## config.mk

```make
export PLATFORM = sky130hd
export DESIGN_NAME = shift_seq_ctrl
export DESIGN_NICKNAME = d
export VERILOG_FILES = /design/src/rtl/shift_seq_ctrl.sv
export SDC_FILE = /design/constraint.sdc
export NUM_CORES = 1
export LEC_CHECK = 0
export CAP_MARGIN = 0
export CORE_MARGIN = 4
export CORE_UTILIZATION = 40
export DETAILED_ROUTE_END_ITERATION = 7
export PLACE_DENSITY = 0.88
export SETUP_SLACK_MARGIN = 0.02
export SLEW_MARGIN = 20
export SYNTH_ARGS = -nofsm -noshare
export SYNTH_HDL_FRONTEND = slang
export SYNTH_SLANG_ARGS = --single-unit
```

## constraint.sdc

```tcl
create_clock -name clk -period 2.1 [get_ports clk]
set_clock_uncertainty 0.2 [all_clocks]
set_input_delay 0.315 -clock clk [delete_from_list [all_inputs] [get_ports clk]]
set_output_delay 0.315 -clock clk [all_outputs]
set_load 0.02 [all_outputs]
```

## src/rtl/shift_seq_ctrl.sv

```systemverilog
`default_nettype none
// ============================================================================
// Module      : shift_seq_ctrl
// Description : Barrel-shifter operand sequencer. Classifies the accepted
//               instruction word, drives the shift-amount-maker code and
//               inserts an Rs register-file read for register-specified
//               shifts. Define SHIFT_SEQ_PERF_EN to add the stall_cnt port.
// Revision    : 1.0 - initial release
// ============================================================================
module shift_seq_ctrl (
    input  logic        clk,
    input  logic        nreset,
    input  logic        ir_valid,
    input  logic [31:0] ir_in,
    output logic        ir_ready,
    input  logic        flush,
    output logic        rf_rd_en,
    output logic [3:0]  rf_rd_addr,
    input  logic [31:0] rf_rd_data,
    output logic        ex_valid,
    input  logic        ex_ready,
    output logic [31:0] ir2,
    output logic [31:0] reg_value,
    output logic [1:0]  sam_ctrl,
    output logic        shift_bypass
`ifdef SHIFT_SEQ_PERF_EN
    ,
    output logic [15:0] stall_cnt
`endif
);

    localparam logic [1:0] c_IDLE   = 2'd0;
    localparam logic [1:0] c_RS_REQ = 2'd1;
    localparam logic [1:0] c_RS_CAP = 2'd2;
    localparam logic [1:0] c_VALID  = 2'd3;

    logic [1:0]  r_state;
    logic [31:0] r_ir2;
    logic [31:0] r_reg_value;
    logic [1:0]  r_sam_ctrl;
    logic        r_shift_bypass;

    logic [1:0]  w_sam;
    logic        w_bypass;
    logic        w_reg_shift;
    logic        w_accept;

    // Operand classification of the incoming word, registered on accept.
    always_comb begin
        w_sam       = 2'b00;
        w_bypass    = 1'b1;
        w_reg_shift = 1'b0;
        case (ir_in[27:25])
            3'b001: begin
                w_sam    = 2'b11;
                w_bypass = 1'b0;
            end
            3'b000: begin
                if (!ir_in[4]) begin
                    w_bypass = 1'b0;
                end else if (!ir_in[7]) begin
                    w_sam       = 2'b01;
                    w_bypass    = 1'b0;
                    w_reg_shift = 1'b1;
                end
            end
            3'b011: w_bypass = 1'b0;
            3'b101: begin
                w_sam    = 2'b10;
                w_bypass = 1'b0;
            end
            default: ;
        endcase
    end

    assign ir_ready = !flush && ((r_state == c_IDLE) ||
                                 ((r_state == c_VALID) && ex_ready));
    assign w_accept = ir_valid && ir_ready;

    always_ff @(posedge clk or negedge nreset) begin
        if (!nreset) begin
            r_state        <= c_IDLE;
            r_ir2          <= 32'd0;
            r_reg_value    <= 32'd0;
            r_sam_ctrl     <= 2'b00;
            r_shift_bypass <= 1'b0;
        end else if (flush) begin
            // Only the sequencing state is discarded; held fields stay.
            r_state <= c_IDLE;
        end else begin
            case (r_state)
                c_RS_REQ: r_state <= c_RS_CAP;
                c_RS_CAP: begin
                    r_reg_value <= rf_rd_data;
                    r_state     <= c_VALID;
                end
                c_VALID: begin
                    if (ex_ready && !ir_valid) begin
                        r_state <= c_IDLE;
                    end
                end
                default: ;
            endcase
            if (w_accept) begin
                r_ir2          <= ir_in;
                r_sam_ctrl     <= w_sam;
                r_shift_bypass <= w_bypass;
                if (w_reg_shift) begin
                    r_state <= c_RS_REQ;
                end else begin
                    r_state     <= c_VALID;
                    r_reg_value <= 32'd0;
                end
            end
        end
    end

    assign rf_rd_en     = (r_state == c_RS_REQ);
    assign rf_rd_addr   = r_ir2[11:8];
    assign ex_valid     = (r_state == c_VALID);
    assign ir2          = r_ir2;
    assign reg_value    = r_reg_value;
    assign sam_ctrl     = r_sam_ctrl;
    assign shift_bypass = r_shift_bypass;

`ifdef SHIFT_SEQ_PERF_EN
    logic [15:0] r_stall_cnt;
    logic        w_stall;

    assign w_stall = (r_state == c_RS_REQ) || (r_state == c_RS_CAP) ||
                     ((r_state == c_VALID) && !ex_ready);

    always_ff @(posedge clk or negedge nreset) begin
        if (!nreset) begin
            r_stall_cnt <= 16'd0;
        end else if (w_stall && (r_stall_cnt != 16'hFFFF)) begin
            r_stall_cnt <= r_stall_cnt + 16'd1;
        end
    end

    assign stall_cnt = r_stall_cnt;
`endif

endmodule
`default_nettype wire

```

=== After elaboration in Yosys (flattened, before gate mapping) ===
Cells that the tools add are included.

* Memories: 0
* Latch bits: 0
* Output and inout port bits: 74
* Bits in read-only memories: 0
* Input bits: 69
* Word-level logic and storage cells: 43
* Memory bits (writable): 0
* Bits in registers: 69

* Divide/modulo/power cells: 0
* Multiplexer cells: 17
* Order comparisons: 0
* Add/sub/neg operators: 0
* Bitwise operators: 1
* Reductions and logical operators: 13
* Shift operators: 0
* $mul: 0
* Equality and inequality tests: 7

{| class="wikitable"
|+ Operators by type and width
! operator !! count
|-
| 32-bit 2-to-1 mux || 3
|-
| 2-bit one-hot mux with 3 select lines || 2
|-
| 2-bit 2-to-1 mux || 4
|-
| 1-bit 2-to-1 mux || 7
|-
| 5-bit nonzero test || 1
|-
| 2-bit equality test (second input constant) || 2
|-
| 1-bit logical AND || 4
|-
| 4-bit by 2-bit inequality test with 1-bit output (second input constant) || 1
|-
| 2-bit AND reduction || 2
|-
| 3-bit by 1-bit equality test with 1-bit output (second input constant) || 1
|-
| 3-bit by 2-bit equality test with 1-bit output (second input constant) || 1
|-
| 3-bit equality test (second input constant) || 1
|-
| 3-bit logical NOT || 1
|-
| 3-bit OR reduction || 1
|-
| 2-bit by 1-bit equality test with 1-bit output (second input constant) || 1
|-
| 1-bit logical NOT || 2
|-
| 2-bit logical NOT || 1
|-
| 1-bit one-hot mux with 2 select lines || 1
|-
| 1-bit logical OR || 1
|-
| 1-bit inverter || 1
|}

=== Longest topological paths before layout ===
Gate-level depths: netlist (run 1).

* Word-level depth: 7
* Depth in mapped cells: 5
* Mapped depth without buffers: 3

=== Worst setup path before layout (run 1) ===
No wires, ideal clock.

* Path type: flip-flop to flip-flop
* Start: register r_state[0]
* End: register r_ir2[10], in the netlist ir2[10]
* Data arrival time: 1.328 ns
* Stages on the path, launching flop included: 5
* Setup slack: 0.447 ns
* Buffers on the path: 1
* Cell sequence: dfrtp_1 > or2_1 > a21oi_2 > buf_4 > mux2_2

* Longest elaborated chain between the ends: 6

{| class="wikitable"
|+ RTL lines
! item !! RTL line !! text
|-
| start: declaration || 37 || <nowiki>logic [1:0] r_state;</nowiki>
|-
| start signal: assignment || 82 || <nowiki>r_state <= c_IDLE;</nowiki>
|-
| start signal: assignment || 89 || <nowiki>r_state <= c_IDLE;</nowiki>
|-
| start signal: assignment || 92 || <nowiki>c_RS_REQ: r_state <= c_RS_CAP;</nowiki>
|-
| 2-bit equality test || 77 || <nowiki>((r_state == c_VALID) && ex_ready));</nowiki>
|-
| 1-bit logical AND || 77 ||
|-
| 1-bit logical OR * || 76 || <nowiki>assign ir_ready = !flush && ((r_state == c_IDLE) ||</nowiki>
|-
| 1-bit logical AND * || 76 ||
|-
| 1-bit logical AND * || 78 || <nowiki>assign w_accept = ir_valid && ir_ready;</nowiki>
|-
| 2-bit AND reduction (no line) * || -- ||
|-
| end signal: assignment || 105 || <nowiki>r_ir2 <= ir_in;</nowiki>
|-
| end: declaration || 38 || <nowiki>logic [31:0] r_ir2;</nowiki>
|}

Every way passes the cells marked *; elsewhere a longest branch is shown, timed or not.
A chain may end at the register's enable or synchronous reset.

=== Final worst setup path (run 1) ===
* Start: register r_state[0]
* End: output ex_valid

* Longest elaborated chain between the ends: 1

{| class="wikitable"
|+ RTL lines
! item !! RTL line !! text
|-
| 2-bit equality test || 120 || <nowiki>assign ex_valid = (r_state == c_VALID);</nowiki>
|-
| end: declaration || 20 || <nowiki>output logic ex_valid,</nowiki>
|}

Every way passes these cells.

==> results.json, run 1 <==
{
  "worst_slew_slack_as_a_fraction_of_its_limit_pct": 71.08,
  "postCtsSetupRepairBufs": 0,
  "row_count": 30,
  "drt-wirelength-per-cell_um": 15.99,
  "first_global_vias": 2414,
  "timing.setup.critical_path_class": "reg2out",
  "detail_route.drc_violations": 0,
  "design_area_um2": 4614,
  "globalRoute.totalOverflow": 0,
  "fin_hold_ws_ns": 0.2871,
  "mappedNetlistNets": 277,
  "post-route-period-util_pct": 94.29,
  "filler_cell_count": 568,
  "top_level_ports": 143,
  "report.final.setup_viol": 0,
  "drt.antenna.violating_nets": 0,
  "tightestPinTransition_ns": 0.4339,
  "cts-root-to-sink-buffers": 2,
  "synthesis.area_per_instance_um2": 13.84,
  "yosys-top-cells-area": "dfrtp_1 60%, mux2i_1 11%, mux2_1 9.8%, a21oi_1 5.6%, mux2_2 3.9%",
  "detailedPlacementHpwl_um": 5548,
  "initial_core_utilization_pct": 41.67,
  "syn_to_final_growth_pct": 60.35,
  "cts_tree": "yes",
  "cp.arrival_ns": 1.47,
  "outcome": "completed",
  "final_weighted_congestion_in_routability_driven_placement": 0.7006,
  "syn_inst": 208,
  "layout-drive-gt1-share_pct": 12.74,
  "synth-warning-count": 0,
  "netlist.area_leader.share_pct": 60.00,
  "worst-path-max-fanout": 6,
  "vdd_ir_drop_max_mv": 0.6137,
  "fmax_achieved_ghz": 0.5050,
  "critical_path_required_ns": 1.58,
  "final_cell_mix": "139 x clkdlybuf4s50_1, 67 x dfrtp_1, 32 x mux2i_1, 32 x a21oi_1, 25 x mux2_1",
  "layout.cells.most_common": "clkdlybuf4s50_1",
  "timing.max_cap.violations": 0,
  "ys_types": 25,
  "cts_made_buffers": 9,
  "clock-sinks": 69,
  "clock_insertion_delay_worst_skew_ns": 0.32,
  "total_power_mw": 4.385,
  "final_max_slew_viol_count": 0,
  "placeableCoreArea_um2": 6907,
  "grt_max_degree": 36,
  "post_synth_instance_area_um2": 2878,
  "pwr_density_cell_nw_per_um2": 950.4,
  "antenna_found_initial": 0,
  "netlist.top_cell.by_area": "dfrtp_1",
  "period_needed_ns": 1.980,
  "root_buffer": "clkbuf_8",
  "worst_hold_path_type": "reg2reg",
  "detailed_place.area_um2": 4429,
  "antennaDiodeCount": 0,
  "die-width_um": 92.82,
  "avgViaCountPerCell": 4.779,
  "drt_wl_total_um": 7307,
  "setup.worst_path.end_class": "primary output",
  "worst_setup_path_start_kind": "flop",
  "floorplan_die_area_um2": 8616,
  "postSynthRegisterBits": 69,
  "report.final.hold_viol_count": 0,
  "grt.total_usage_pct": 17.62,
  "rsz_0062_raised_after_global_routing": "no",
  "synth-seq-area-share_pct": 60.00,
  "nets": 426,
  "drc_marker_count_from_the_first_detailed_route_iteration": 37,
  "drt_pass1_iterations": 4,
  "die_height_um": 92.82,
  "power.static_leakage_nw": 1.920,
  "cts-htree-levels": 3,
  "clkTransAtPathRegs_ns": 0.07,
  "detailroute.via_count": 2184,
  "placement.io_buffers": 142,
  "grt_pass1_wl_um": 11960
}
==> cell type report <==
class                      count  area, um2  area share [%]
sequential                    69       1729           37.47
inverter                       2      7.507          0.1627
timing repair buffer         156       1559           33.79
tap                           96      120.1           2.603
clock inverter                 4      23.77          0.5152
multi-input combinational    119       1023           22.18
clock buffer                  11      151.4           3.281
==> path summary, 6_finish.rpt <==
kind	from	to	slack, ns	depth (start not counted)
max in group asynchronous	nreset	r_state[0]$_DFFE_PN0P_	0.97	3
hold reg to reg	ir2[23]$_DFFE_PN0P_	ir2[23]$_DFFE_PN0P_	0.29	1
setup / recovery	r_state[0]$_DFFE_PN0P_	ex_valid	0.12	2
setup reg to reg	r_state[0]$_DFFE_PN0P_	ir2[14]$_DFFE_PN0P_	0.17	5
hold / removal	ir2[23]$_DFFE_PN0P_	ir2[23]$_DFFE_PN0P_	0.29	1
min in group asynchronous	nreset	reg_value[16]$_DFFE_PN0N_	0.39	3
==> layer usage <==
layer	wire, um	vias up	GRT usage [%]
met5	0	-	0
met3	631	7	5.768
li1	-	1029	-
met4	71	0	5.861
met1	2857	1060	21.01
met2	3746	88	29.93
==> Yosys cell counts <==
cell and number:
dfrtp_1 69, a21oi_1 32, mux2i_1 32, mux2_1 25
buf_4 11, mux2_2 10, a211oi_1 3, buf_6 3
clkbuf_1 3, and2_1 2, inv_1 2, nor2_1 2
nor2b_1 2, a21boi_0 1, a21oi_2 1, a22o_1 1
buf_2 1, nand2_1 1, nand2b_1 1, nand3_1 1
nor3b_1 1, nor4_2 1, o21ai_0 1, o21ba_2 1
or2_1 1
==> power by group <==
group          switching (mW)  internal, mW  total (mW)
clock network           0.466         0.483       0.949
registers               0.156          1.63        1.78
logic                   0.782         0.870        1.65
total                    1.40          2.98        4.39
==> timing repair <==
action | 4_1_cts | 5_1_grt
cloned | 0 | 0
hold buffers | 1 | 0
setup endpoints to repair | 1 | 3
endpoints found under the hold margin | 69 | 0
gates resized for setup | 3 | 4
==> flip-flops by register name (all words and copies together) (netlist names) <==
register      flops
ir2              32
shift_bypass      1
reg_value        32
r_state           2
sam_ctrl          2
==> metrics by stage <==
step                setup TNS (ns)  worst slack (ns)  util, %  std cells
floorplan                        0            0.4468        -        208
global placement            -1.167           -0.1715    64.13        441
detailed placement          -2.270           -0.1907    64.13        441
CTS                              0           0.03291    66.83        457
global route                     0           0.04336    66.81        457
finish                           0            0.1200    66.81        457
==> worst max-delay path: stages, from the launching register on <==
cell and delay, ns:
dfrtp_2 0.41, and2_1 0.14, clkdlybuf4s50_1 0.60
==> cells by family (layout without fill, tap and decap cells) <==
| family | after synthesis | in the layout | synth area share (%) |
|---|---|---|---|
| muxes | 67 | 67 | 24.83 |
| and+or+nand+nor | 12 | 12 | 2.565 |
| buffers and inverters | 20 | 173 | 4.869 |
| AOI/OAI and AO/OA | 40 | 40 | 7.739 |
| DFF | 69 | 69 | 60.00 |
(Power assumes the default switching activity.)
==> inputs of run 2 (changes only) <==
- HOLD_SLACK_MARGIN: not set -> 0.15
- RECOVER_POWER: not set -> 50
==> run 2 against run 1 <==
  * Routed wire length is essentially flat
  * Count of clock-buffer cells in the layout is the same
  * Die area is the same
  * Clock power is essentially flat
  * Setup slack is essentially flat
  * Utilization shrank 0.31 points
  * First-iteration DRC count is the same
  * Sequential share of layout area grew 0.17 points
  * Flip-flop and latch count is the same
  * Register-to-register slack is essentially flat
  * Critical path type unchanged
  * Largest power group unchanged
==> results.json, run 2 (synthesized netlist as in run 1, its figures left out) <==
{
  "setup.worst_path.end_class": "primary output",
  "worst-path-max-fanout": 6,
  "fmax_achieved_ghz": 0.5050,
  "detailedPlacementHpwl_um": 5548,
  "placement.io_buffers": 142,
  "globalRoute.totalOverflow": 0,
  "layout.cells.most_common": "clkdlybuf4s50_1",
  "row_count": 30,
  "root_buffer": "clkbuf_8",
  "grt_pass1_wl_um": 11960,
  "placeableCoreArea_um2": 6907,
  "final_max_slew_viol_count": 0,
  "final_weighted_congestion_in_routability_driven_placement": 0.7006,
  "vdd_ir_drop_max_mv": 0.6020,
  "place.detailed.instances": 441,
  "critical_path_required_ns": 1.58,
  "grt_max_degree": 36,
  "nets": 426,
  "post-route-worst-setup-slack_ns": 0.1199,
  "period_needed_ns": 1.980,
  "antennaDiodeCount": 0,
  "report.final.setup_viol": 0,
  "cp.arrival_ns": 1.47,
  "timing.setup.critical_path_class": "reg2out",
  "tightestPinTransition_ns": 0.8460,
  "pwr_density_cell_nw_per_um2": 941.4,
  "postLayoutCoreUtil_pct": 66.50,
  "cts_made_buffers": 9,
  "report.final.hold_viol_count": 0,
  "die-width_um": 92.82,
  "clock_insertion_delay_worst_skew_ns": 0.32,
  "worst_slew_slack_as_a_fraction_of_its_limit_pct": 43.60,
  "initial_core_utilization_pct": 41.67,
  "post-route-period-util_pct": 94.29,
  "cts_tree": "yes",
  "power.static_leakage_nw": 1.940,
  "antenna_found_initial": 0,
  "drt.antenna.violating_nets": 0,
  "drc_marker_count_from_the_first_detailed_route_iteration": 37,
  "dpl_worst_slack_ns": -0.1907,
  "top_level_ports": 143,
  "grt.total_usage_pct": 17.62,
  "worst_setup_path_start_kind": "flop",
  "clock-sinks": 69,
  "worst_hold_path_type": "reg2reg",
  "detailroute.via_count": 2179,
  "cts-root-to-sink-buffers": 2,
  "detail_route.drc_violations": 0,
  "number_of_cells_traversed_by_the_worst_hold_path": 1,
  "drt-wirelength-per-cell_um": 16.00,
  "die_height_um": 92.82,
  "setup-tns-final_ns": 0,
  "layout-drive-gt1-share_pct": 12.19,
  "fin_hold_ws_ns": 0.2816,
  "final_cell_mix": "107 x clkdlybuf4s50_1, 67 x dfrtp_1, 33 x dlygate4sd3_1, 32 x mux2i_1, 32 x a21oi_1",
  "outcome": "completed",
  "syn_to_final_growth_pct": 59.61,
  "avgViaCountPerCell": 4.768,
  "detailed_place.area_um2": 4429,
  "rsz_0062_raised_after_global_routing": "no",
  "first_global_vias": 2414,
  "cts-htree-levels": 3,
  "drt_pass1_iterations": 4,
  "total_power_mw": 4.324,
  "drt_wl_total_um": 7314,
  "clkTransAtPathRegs_ns": 0.07,
  "timing.reg2reg.worst_path_depth": 5,
  "floorplan_die_area_um2": 8616,
  "final_cell_count_no_fill": 457,
  "design_area_um2": 4593,
  "worst-r2r-setup-slack_ns": 0.18,
  "timing.max_cap.violations": 0,
  "postCtsSetupRepairBufs": 0
}
[run 2: cell types whose count changed in the layout (fill, tap and decap cells not counted), sizes merged]
cell           previous run  this run
clkdlybuf4s50           139       107
buf                      15        12
dlymetal6s2s              1         0
dlygate4sd3               1        33
clkbuf                   11        15
[run 2: repair_timing]
item                                    in CTS  in global routing
resized for setup                            3                  4
endpoints found under the hold margin       69                  0
hold buffers                                 1                  0
endpoints found under the setup margin       1                  3
[run 2: final cells by class]
type                            instances  area [um2]
Fill cell                             572        2313
Sequential cell                        69        1729
Timing Repair Buffer                  156        1544
Multi-Input combinational cell        119        1017
Clock buffer                           11       151.4
Tap cell                               96       120.1
Clock inverter                          4       23.77
Inverter                                2       7.507
[run 2: report_power, final]
part / internal (mW) / switching, mW
sequential: 1.63 / 0.149
clock: 0.483 / 0.465
combinational: 0.817 / 0.782
total: 2.93 / 1.40
[run 2: per-layer routing]
metal,track usage [%],vias up,part of all wire [%]
li1,-,1027,-
met4,5.861,0,0.92
met1,21.01,1059,40
met2,29.93,86,51
met3,5.768,7,8.6
met5,0,-,0
[run 2: worst paths after layout]
check / to / from
min: sam_ctrl[0]$_DFFE_PN0P_ / sam_ctrl[0]$_DFFE_PN0P_
max in group asynchronous: r_state[0]$_DFFE_PN0P_ / nreset
max reg2reg: ir2[14]$_DFFE_PN0P_ / r_state[0]$_DFFE_PN0P_
max: ex_valid / r_state[0]$_DFFE_PN0P_
min reg2reg: sam_ctrl[0]$_DFFE_PN0P_ / sam_ctrl[0]$_DFFE_PN0P_
min in group asynchronous: reg_value[16]$_DFFE_PN0N_ / nreset
[run 2: critical path: stages, from the launching register on]
cell and delay [ns]:
dfrtp_2 0.41, and2_1 0.14, clkdlybuf4s50_1 0.60
==> edit, RTL diff (settings of run 1) <==
The option `SHIFT_SEQ_PERF_EN` is turned on by a define.
--- a/src/rtl/shift_seq_ctrl.sv
+++ b/src/rtl/shift_seq_ctrl.sv
@@ -7,6 +7,8 @@
 //               shifts. Define SHIFT_SEQ_PERF_EN to add the stall_cnt port.
 // Revision    : 1.0 - initial release
 // ============================================================================
+`define SHIFT_SEQ_PERF_EN
+
 module shift_seq_ctrl (
     input  logic        clk,
     input  logic        nreset,
Check against the original RTL (old outputs only; new: stall_cnt): equivalent (Yosys induction, for registers that start in step).
==> edit against run 1 <==
Worst setup slack lost 0.047 ns; area after synthesis grew 27%; die area grew 25%; first-iteration DRC count grew 100%; largest cell class unchanged; synthesized cell count grew 56%; power grew 90%; non-clock buffer count grew 20; combinational power grew to 2.7 times the old value; sequential share of layout area shrank 0.11 points; sequential cell count grew 16; routed wire length grew 31%; final area grew 23%.
==> edit: results (changes against run 1) <==
[min_path]
hold_class=in2async  ; was reg2reg

[worst_setup_path]
crit_arrival_ns=1.51  ; was 1.47 ns
cp_max_fo=4  ; was 6
startpoint=r_state[1]  ; was r_state[0]
max_stage_delay_ns=0.42  ; was 0.60 ns
critical_path.slowest_cell=dfrtp_1  ; was clkdlybuf4s50_1
reg2reg_from=r_state[0]  ; unchanged

[clock_network]
clock_tree.buffer_depth=2  ; unchanged
clkTransAtPathRegs_ns=0.08
cts_inserted_buffers=9  ; unchanged
htree_num_levels=3  ; unchanged
clk_latency_ns=0.33
cts_root_buf=clkbuf_8  ; unchanged

[grt]
grt_first_pass_wirelength_um=15600  ; was 12,000 um
track_usage_pct=17.7  ; was 17.6%
grt_max_degree=54  ; was 36
grt_pass1_vias=3100  ; was 2,414
grt_antenna_before_repair=0  ; unchanged

[pwr]
p_leak_nw=2.47  ; was 1.92 nW
irDropWorstVdd_uv=610  ; was 614 uV
p_switching_mw=3.15  ; was 1.40 mW

[placed_design]
dp_hpwl_um=7240  ; was 5550 um
gp_routability_congestion=0.798  ; was 0.701
io_buffers=158  ; was 142

[route]
first_pass_iters=5  ; was 4
drtIter0Drc=74  ; was 37
viasPerCell=4.95  ; was 4.78
wl_per_cell_um=15.8  ; was 16.0 um

[timing]
slew_headroom_pct=71.4  ; was 71.1%

[outcome]
status=complete, no violations  ; unchanged

[layout]
drive_gt1_share_pct=16.6  ; was 12.7%
fin_nets=567  ; was 426
nFillCells=700  ; was 568
num_antenna_cells=0  ; unchanged

[logic_synthesis]
yosysWarnings=0  ; unchanged
syn_nets=400  ; was 277
synth_cell_types=37  ; was 25
synth-seq-area-share_pct=58.2  ; was 60.0%
synthTopCellsByCount=dfrtp_1, nand2_1, a21oi_1, mux2_2, xor2_1  ; was dfrtp_1, a21oi_1, mux2i_1, mux2_1, buf_4
yosys-top-cells-area=dfrtp_1, mux2_2, nand2_1  ; was dfrtp_1, mux2i_1, mux2_1
async_reset_ff_share_pct=100  ; unchanged

edit: final cells by class:
type | instances | area share [%]
multi-input cells | 216 | 25.5
inverters | 4 | 0.264
clock buffers | 10 | 2.42
clock inverters | 4 | 0.879
well taps | 108 | 2.37
flip-flops and latches | 85 | 37.4
repair buffers | 176 | 31.2
edit: worst paths after layout:
kind / to / slack [ns] / cells after the start
worst max-delay path: rf_rd_en / 0.07 / 4
worst min-delay path: reg_value[28] / 0.29 / 2
worst max register to register: r_state[1] / 0.13 / 6
worst min register to register: stall_cnt[7] / 0.31 / 1
max in group asynchronous: stall_cnt[12] / 0.77 / 3
min in group clk: stall_cnt[7] / 0.31 / 1
edit: cell families (layout without fill, tap and decap cells):
kind of cell	after synthesis	count (layout)	share of synthesized area (%)
and+or+nand+nor	118	118	15.8
DFF	85	85	58.2
AOI/OAI and AO/OA	40	40	5.86
muxes	37	37	11.4
buffers and inverters	24	194	3.05
xor gates and xnor gates	15	15	3.60
adders and majority gates	6	6	2.05
edit: worst max-delay path, delay by kind of cell, from the launching register on:
kind,cells,cell delay [ns]
flip-flops,1,0.42
adder cells (fa/ha/maj),1,0.20
buffers and inverters,3,0.56
edit: what timing repair did:
| action | in CTS | in global routing |
|---|---|---|
| hold buffers | 1 | 0 |
| hold endpoints to repair | 32 | 0 |
| buffers inserted | 0 | 1 |
| resized for setup | 7 | 10 |
| setup endpoints to repair | 3 | 35 |
| pin swaps | 0 | 1 |
| gates cloned | 0 | 0 |
edit: power groups by stage:
stage | clock [mW] | sequential (mW) | combinational [mW]
2_1_floorplan | 0 | 3.69 | 1.34
3_3_place_gp | 0 | 2.81 | 4.28
3_5_place_dp | 0 | 2.87 | 4.40
6_report | 1.11 | 2.83 | 4.40
5_1_grt | 1.24 | 2.92 | 4.69
4_1_cts | 1.15 | 2.84 | 4.40
edit: layer usage:
layer / up-vias / track usage [%] / share of wire, %
li1: 1431 / - / -
met1: 1436 / 21.8 / 42
met2: 108 / 31.1 / 53
met3: 9 / 4.17 / 5.0
met4: 0 / 5.22 / 0.83
met5: - / 0 / 0
edit: metrics by stage:
stage	instances	power (mW)	hold WS (ns)	setup slack, ns	cell area, um^2
final	603	8.34	0.288	0.0733	5690
after global routing	603	8.85	0.299	-0.00794	5690
after CTS	602	8.39	0.271	0.0615	5660
after detailed placement	587	7.26	0.0845	-0.0775	5470
after global placement	587	7.09	0.0823	-0.0509	5470
after floorplan	325	5.03	-0.181	0.0468	3660
